### src/rtl/cnt_pkg.sv
`default_nettype none
// ============================================================================
//  Module      : cnt_pkg
//  Description : Shared definitions for the counter library: run-control
//                state encoding and the default counter width.
//  Revision    : 1.0 - initial release
// ============================================================================
package cnt_pkg;

    // Default width of the loadable counters in this library.
    localparam int CNT_WIDTH = 4;

    // Run-control states of the down-counter.
    typedef enum logic [1:0] {
        ST_IDLE = 2'd0,
        ST_RUN  = 2'd1,
        ST_DONE = 2'd2
    } cnt_state_e;

endpackage : cnt_pkg
`default_nettype wire

### src/rtl/cnt_down4_dp.sv
`default_nettype none
// ============================================================================
//  Module      : cnt_down4_dp
//  Description : Datapath of the loadable down-counter. Holds the count and
//                reload registers, performs the decrement, and reports
//                zero/one detection of the count and zero of the reload value.
//  Ports       : clk, reset (async active-low)
//                load_ext/load_val - parallel load of count and reload
//                load_rel          - copy reload register into count
//                dec               - decrement count by one
//                count             - current count value
//                is_zero/is_one    - count equals 0 / 1
//                rel_zero          - reload register equals 0
//  Revision    : 1.0 - initial release
// ============================================================================
module cnt_down4_dp
    import cnt_pkg::*;
#(
    parameter int WIDTH = CNT_WIDTH
) (
    input  logic             clk,
    input  logic             reset,
    input  logic             load_ext,
    input  logic [WIDTH-1:0] load_val,
    input  logic             load_rel,
    input  logic             dec,
    output logic [WIDTH-1:0] count,
    output logic             is_zero,
    output logic             is_one,
    output logic             rel_zero
);

    logic [WIDTH-1:0] count_q,  count_d;
    logic [WIDTH-1:0] reload_q, reload_d;

    // Load beats reload, reload beats decrement.
    always_comb begin
        count_d  = count_q;
        reload_d = reload_q;
        if (load_ext) begin
            count_d  = load_val;
            reload_d = load_val;
        end else if (load_rel) begin
            count_d  = reload_q;
        end else if (dec) begin
            count_d  = count_q - WIDTH'(1);
        end
    end

    always_ff @(posedge clk or negedge reset) begin
        if (!reset) begin
            count_q  <= '0;
            reload_q <= '0;
        end else begin
            count_q  <= count_d;
            reload_q <= reload_d;
        end
    end

    assign count    = count_q;
    assign is_zero  = (count_q == '0);
    assign is_one   = (count_q == WIDTH'(1));
    assign rel_zero = (reload_q == '0);

endmodule : cnt_down4_dp
`default_nettype wire

### src/rtl/cnt_down4.sv
`default_nettype none
// ============================================================================
//  Module      : cnt_down4
//  Description : Loadable down-counter/timer. Parallel-loads a start value,
//                decrements once per enabled clock while running, and emits a
//                registered one-cycle terminal-count pulse.
//                Build option CNT_DOWN4_AUTORELOAD_EN: counter reloads from
//                the last loaded value after reaching zero instead of
//                stopping (periodic mode).
//  Ports       : clk   - clock, rising edge
//                reset - asynchronous, active-low
//                pl    - parallel load strobe (highest priority)
//                in    - load value
//                en    - count enable (only acts in RUN)
//                out   - current count
//                tc    - terminal-count pulse
//                busy  - high while counting state is RUN
//  Revision    : 1.0 - initial release
// ============================================================================
module cnt_down4
    import cnt_pkg::*;
#(
    parameter int WIDTH = CNT_WIDTH
) (
    input  logic             clk,
    input  logic             reset,
    input  logic             pl,
    input  logic [WIDTH-1:0] in,
    input  logic             en,
    output logic [WIDTH-1:0] out,
    output logic             tc,
    output logic             busy
);

    cnt_state_e state_q, state_d;
    logic       tc_q, tc_d;

    logic w_load_rel;
    logic w_dec;
    logic w_is_zero;
    logic w_is_one;
    logic w_rel_zero;

    cnt_down4_dp #(
        .WIDTH (WIDTH)
    ) u_dp (
        .clk      (clk),
        .reset    (reset),
        .load_ext (pl),
        .load_val (in),
        .load_rel (w_load_rel),
        .dec      (w_dec),
        .count    (out),
        .is_zero  (w_is_zero),
        .is_one   (w_is_one),
        .rel_zero (w_rel_zero)
    );

`ifdef CNT_DOWN4_AUTORELOAD_EN
    // Periodic mode: DONE is never entered; a zero load still runs and
    // pulses tc on every enabled cycle.
    always_comb begin
        state_d    = state_q;
        tc_d       = 1'b0;
        w_load_rel = 1'b0;
        w_dec      = 1'b0;
        if (pl) begin
            state_d = ST_RUN;
            tc_d    = (in == '0);
        end else if (state_q == ST_RUN && en) begin
            if (w_is_zero) begin
                w_load_rel = 1'b1;
                tc_d       = w_rel_zero;
            end else begin
                w_dec = 1'b1;
                tc_d  = w_is_one;
            end
        end
    end
`else
    // One-shot mode: count stops at zero and parks in DONE.
    logic unused_rel_zero;
    assign unused_rel_zero = w_rel_zero;

    always_comb begin
        state_d    = state_q;
        tc_d       = 1'b0;
        w_load_rel = 1'b0;
        w_dec      = 1'b0;
        if (pl) begin
            if (in == '0) begin
                state_d = ST_DONE;
                tc_d    = 1'b1;
            end else begin
                state_d = ST_RUN;
            end
        end else if (state_q == ST_RUN && en) begin
            // Zero is never seen in RUN here; the guard keeps out from wrapping.
            if (!w_is_zero) begin
                w_dec = 1'b1;
            end
            if (w_is_one || w_is_zero) begin
                tc_d    = w_is_one;
                state_d = ST_DONE;
            end
        end
    end
`endif

    always_ff @(posedge clk or negedge reset) begin
        if (!reset) begin
            state_q <= ST_IDLE;
            tc_q    <= 1'b0;
        end else begin
            state_q <= state_d;
            tc_q    <= tc_d;
        end
    end

    assign tc   = tc_q;
    assign busy = (state_q == ST_RUN);

endmodule : cnt_down4
`default_nettype wire

### config.mk
export PLATFORM = sky130hd
export DESIGN_NAME = cnt_down4
export DESIGN_NICKNAME = d
export VERILOG_FILES = /design/src/rtl/cnt_pkg.sv /design/src/rtl/cnt_down4_dp.sv /design/src/rtl/cnt_down4.sv
export SDC_FILE = /design/constraint.sdc
export NUM_CORES = 1
export LEC_CHECK = 0
export BUFFER_PORTS_ARGS = -buffer_cell sky130_fd_sc_hd__buf_2
export CAP_MARGIN = 15
export CORE_MARGIN = 2
export CORE_UTILIZATION = 30
export DETAILED_ROUTE_END_ITERATION = 8
export SETUP_SLACK_MARGIN = 0.15
export SLEW_MARGIN = 5
export SYNTH_ARGS = -nofsm -noshare
export SYNTH_HDL_FRONTEND = slang
export SYNTH_HIERARCHICAL = 1
export SYNTH_SLANG_ARGS = --single-unit
### constraint.sdc
create_clock -name clk -period 6.07 [get_ports clk]
set_input_delay 0.9105 -clock clk [delete_from_list [all_inputs] [get_ports clk]]
set_output_delay 0.9105 -clock clk [all_outputs]
set_load 0.01 [all_outputs]
# After elaboration in Yosys (flattened, before gate mapping)
# Index checks and enable logic that the tools add are counted.
dict set report classes {
  add_sub_neg 1
  n_eq_ne 2
  mux 13
  reduce_logical 8
}
# cell count
set op_table {}
lappend op_table {{zero test 4 bit} 2}
lappend op_table {{2-to-1 mux 2 bit} 4}
lappend op_table {{2-to-1 mux 4 bit} 2}
lappend op_table {{2-to-1 mux 1 bit} 7}
lappend op_table {{nonzero test 2 bit} 3}
lappend op_table {{equality test 4 x 1 -> 1 bit (second input constant)} 1}
lappend op_table {{subtractor 4 x 1 -> 4 bit (second input constant)} 1}
lappend op_table {{equality test 2 x 1 -> 1 bit (second input constant)} 1}
lappend op_table {{AND reduction 2 bit} 1}
lappend op_table {{logical AND 1 bit} 1}
lappend op_table {{logical OR 1 bit} 1}
dict set report word_totals {
  register_bits 7
  in_bits 8
  output_inout_bits 6
  elab_cells 27
}

# Longest topological paths before layout
dict set report depth {
  word_depth 6
  depth_mapped 7
  ltp_nobuf 7
}

# Hierarchy
# The synthesis kept the hierarchy.
# mod n_inst cells_each area_per_inst_um2 seq_area_each_um2
set modules_own_cells {}
lappend modules_own_cells {cnt_down4_dp 1 45 432.9 200.2}
lappend modules_own_cells {cnt_down4 1 18 167.7 75.1}

# Worst setup path after synthesis
# Ideal clock, no wire load.
dict set report synth_path {
  path_type {input port to flip-flop}
  from {input en}
  to {register u_dp.count_q[2] (netlist: u_dp/count[2])}
  setup_ns 0.104
  arrival_ns 2.039
  t_required_ns 5.966
  setup_slack_ns 3.927
  cell_stages 5
  path_buffers 0
  cell_sequence {nand2_1 -> nor3_1 -> a21oi_1 -> or4_1 -> o311ai_1}
}
dict set report synth_via {
  elab_chain_len 4
}
# item line
set synth_lines {}
lappend synth_lines {{from (decl)} cnt_down4.sv:29} ;# input logic en,
lappend synth_lines {{logical AND 1 bit} cnt_down4.sv:97} ;# end else if (state_q == ST_RUN && en) begin
lappend synth_lines {{2-to-1 mux 1 bit} cnt_down4.sv:97}
lappend synth_lines {{2-to-1 mux 1 bit} cnt_down4.sv:90} ;# if (pl) begin
lappend synth_lines {{named net w_dec} cnt_down4.sv:39} ;# logic w_dec;
lappend synth_lines {{nonzero test 2 bit (no source line)} --}
lappend synth_lines {{to (signal assigned)} cnt_down4_dp.sv:55} ;# count_q <= count_d;
lappend synth_lines {{to (decl)} cnt_down4_dp.sv:33} ;# logic [WIDTH-1:0] count_q, count_d;
# The timed path passes the listed nets, and every way through them passes these cells.
# A chain may end at the register's enable or synchronous reset.

# Final worst setup path
dict set report layout_path {
  from {register u_dp.count_q[0] (netlist: u_dp/count[0])}
  to {register u_dp.count_q[2] (netlist: u_dp/count[2])}
}
dict set report layout_via {
  elab_chain_len 5
  elab_cells_between_ends 8
  cone_classes {1 x add/sub; 5 x mux; 2 x reduce/logical}
}
# item line
set layout_lines {}
lappend layout_lines {{zero test 4 bit} cnt_down4_dp.sv:61} ;# assign is_zero = (count_q == '0);
lappend layout_lines {{named net w_is_zero} cnt_down4.sv:40} ;# logic w_is_zero;
lappend layout_lines {{2-to-1 mux 1 bit} cnt_down4.sv:99} ;# if (!w_is_zero) begin
lappend layout_lines {{2-to-1 mux 1 bit} cnt_down4.sv:97}
lappend layout_lines {{2-to-1 mux 1 bit} cnt_down4.sv:90}
lappend layout_lines {{named net w_dec} cnt_down4.sv:39}
lappend layout_lines {{nonzero test 2 bit (no source line)} --}
# The timed path passes the listed nets, and every way through them passes these cells. The select of a mux whose other input is x is not followed.

==> summary.md <==
| Metric | Value |
|---|---|
| Status | finished clean |
| Slew Viols, Final | 0 |
| TritonCTS clock tree | done |
| RSZ-0062 raised after global routing | false |
| Hold buffers post-CTS | 0 |
| First-pass GRT wire length | 2.05 mm |
| Fin area | 731 um2 |
| Diodes inserted | 0 |
| Drt first-iter violations | 12 |
| Crit path launch | u_dp/count[0]$_DFFE_PN0P_ |
| WL final | 1.16 mm |
| Dpl cell area | 704 um2 |
| CP max FO | 7 |
| Min cycle time layout | 2.27 ns |
| Setup Viol. Count Final | 0 |
| Final hold vios | 0 |
| Clock Sinks | 11 |
| Total Routing Usage GR | 11.9% |
| Worst flop-to-flop path endpoint | u_dp/count[2]$_DFFE_PN0P_ |
| Post-Syn Area | 594 um2 |
| # fillers | 214 |
| H-tree depth | 1 |
| Max_slew headroom | 54.9% |
| Dpl hpwl | 888 um |
| Leakage | 0.000344 uW |
| Die area | 2350 um2 |
| Routed wire length per instance | 10.6 um |
| DRC Markers | 0 |
| YS warnings | 6 |
| R2R Setup Slk | 3.80 ns |
| R2r startpoint | u_dp/count[0]$_DFFE_PN0P_ |
| Maximum vdd drop | 0.0947 mV |
| Worst Reg-to-Reg Cells | 7 |
| Startpoint types | flip-flop |
| Fmax | 440 MHz |
| Vias per cell | 4.43 |
| CTS max path bufs | 2 |
| Number of global-route vias before repair | 475 |
| Hold crit path type | input port to asynchronous set/reset pin |
| Crit path kind | flip-flop to flip-flop |
| Postcts setup bufs | 0 |
| Actual slew at the worst max-slew pin | 0.672 ns |
| Final net count | 93 |
| Clock transition at path regs | 0.07 ns |
| Layout cells sized above 1 | 24.4% |
| Max Cap Viol | 0 |
| Final period utilization | 37.4% |
| Initial Utilization | 30.9% |
| Area grow syn2layout | 22.9% |
| Number of routed nets with antenna violations | 0 |
| Mapped Avg Cell Area | 9.59 um2 |
| Data required time at the worst endpoint | 6.25 ns |
| Critical path arrival | 2.45 ns |
| Core area | 1920 um2 |
| Clock Latency Late Sink | 0.28 ns |
| PortBufs | 13 |
| Syn Inst Count | 62 |
| PD cells | 234 nW/um2 |
| Die Ht | 48.5 um |
| Total power | 171 uW |
| Worst Setup End Kind | flip-flop |
| Post-CTS resize count | 0 |
| Root Driver | clkbuf_4 |
| FP Rows | 16 |
| TNS Setup | 0 ns |
| I/O pins | 14 |
| Pre-antenna DRT Iters | 4 |
| Vias | 483 |
| GP Congestion | 0.779 |
| GRT overflow | 0 |
| Clock skew | 0.00349 ns |
| Largest net degree at the start of global routing | 20 |
| CTS Buf Count | 3 |
| Antenna violations before repair | 0 |
| Die width | 48.5 um |
[cell usage in the layout (no fill, tap or decap), types with 2 or more instances in the layout]
cell type / n
a21oi_1: 3
buf_2: 13
clkbuf_4: 3
conb_1: 5
dfrtp_1: 11
ha_1: 2
inv_1: 6
mux2i_1: 2
nand2_1: 7
nor2b_1: 4
nor3_1: 3
nor3b_1: 2
o211ai_1: 2
o21ai_0: 6
[worst max-delay path: stages, from the launching register on]
cell and delay, ns:
dfrtp_1 0.43, inv_1 0.06, ha_1 0.22, nor3b_1 0.17
nor3_1 0.57, a21oi_1 0.15, or4_1 0.48, o311ai_1 0.08
[metrics by stage]
step	cells	hold WS (ns)	utilization (%)	worst slack (ns)
CTS	109	0.491	38.0	3.81
finish	109	0.485	38.0	3.80
global route	109	0.501	38.0	3.64
detailed placement	105	0.511	36.7	3.55
global placement	105	0.491	36.7	3.61
floorplan	66	0.481	-	3.93
[routing by layer]
layer / track usage [%] / wire [um] / vias to the layer above / part of all wire [%]
met3: 2.78 / 35 / 3 / 3.0
met1: 14.7 / 563 / 220 / 49
met2: 16.2 / 519 / 9 / 45
li1: - / - / 251 / -
met5: 0 / 0 / - / 0
met4: 12.9 / 39 / 0 / 3.4
[flip-flops by register name, summed over array words and instances (netlist names)]
| name | count |
|---|---|
| tc | 1 |
| u_dp/count | 4 |
| u_dp/reload_q | 4 |
| state_q | 2 |
[power breakdown]
part	total [uW]	switching, uW	leakage [uW]	internal [uW]
clock network	53.2	27.7	0.0000150	25.6
registers	85.6	5.69	0.000133	79.9
logic	32.5	17.9	0.000196	14.6
[final cells by class]
type | count | area (um2) | area share, %
clock buffer | 4 | 26.3 | 3.60
sequential | 11 | 275 | 37.7
timing repair buffer | 13 | 65.1 | 8.90
tap | 27 | 33.8 | 4.62
multi-input combinational | 48 | 308 | 42.1
inverter | 6 | 22.5 | 3.08
[worst max path at each step]
stage	endpoint	slack [ns]	cells after the start
finish	u_dp/count[2]$_DFFE_PN0P_	3.80	7
global route	u_dp/count[2]$_DFFE_PN0P_	3.64	7
CTS	u_dp/count[2]$_DFFE_PN0P_	3.81	7
detailed placement	u_dp/count[2]$_DFFE_PN0P_	3.55	5
global placement	u_dp/count[2]$_DFFE_PN0P_	3.61	5
floorplan	u_dp/count[2]$_DFFE_PN0P_	3.93	5
No activity file was read; power rests on OpenSTA's default activity.
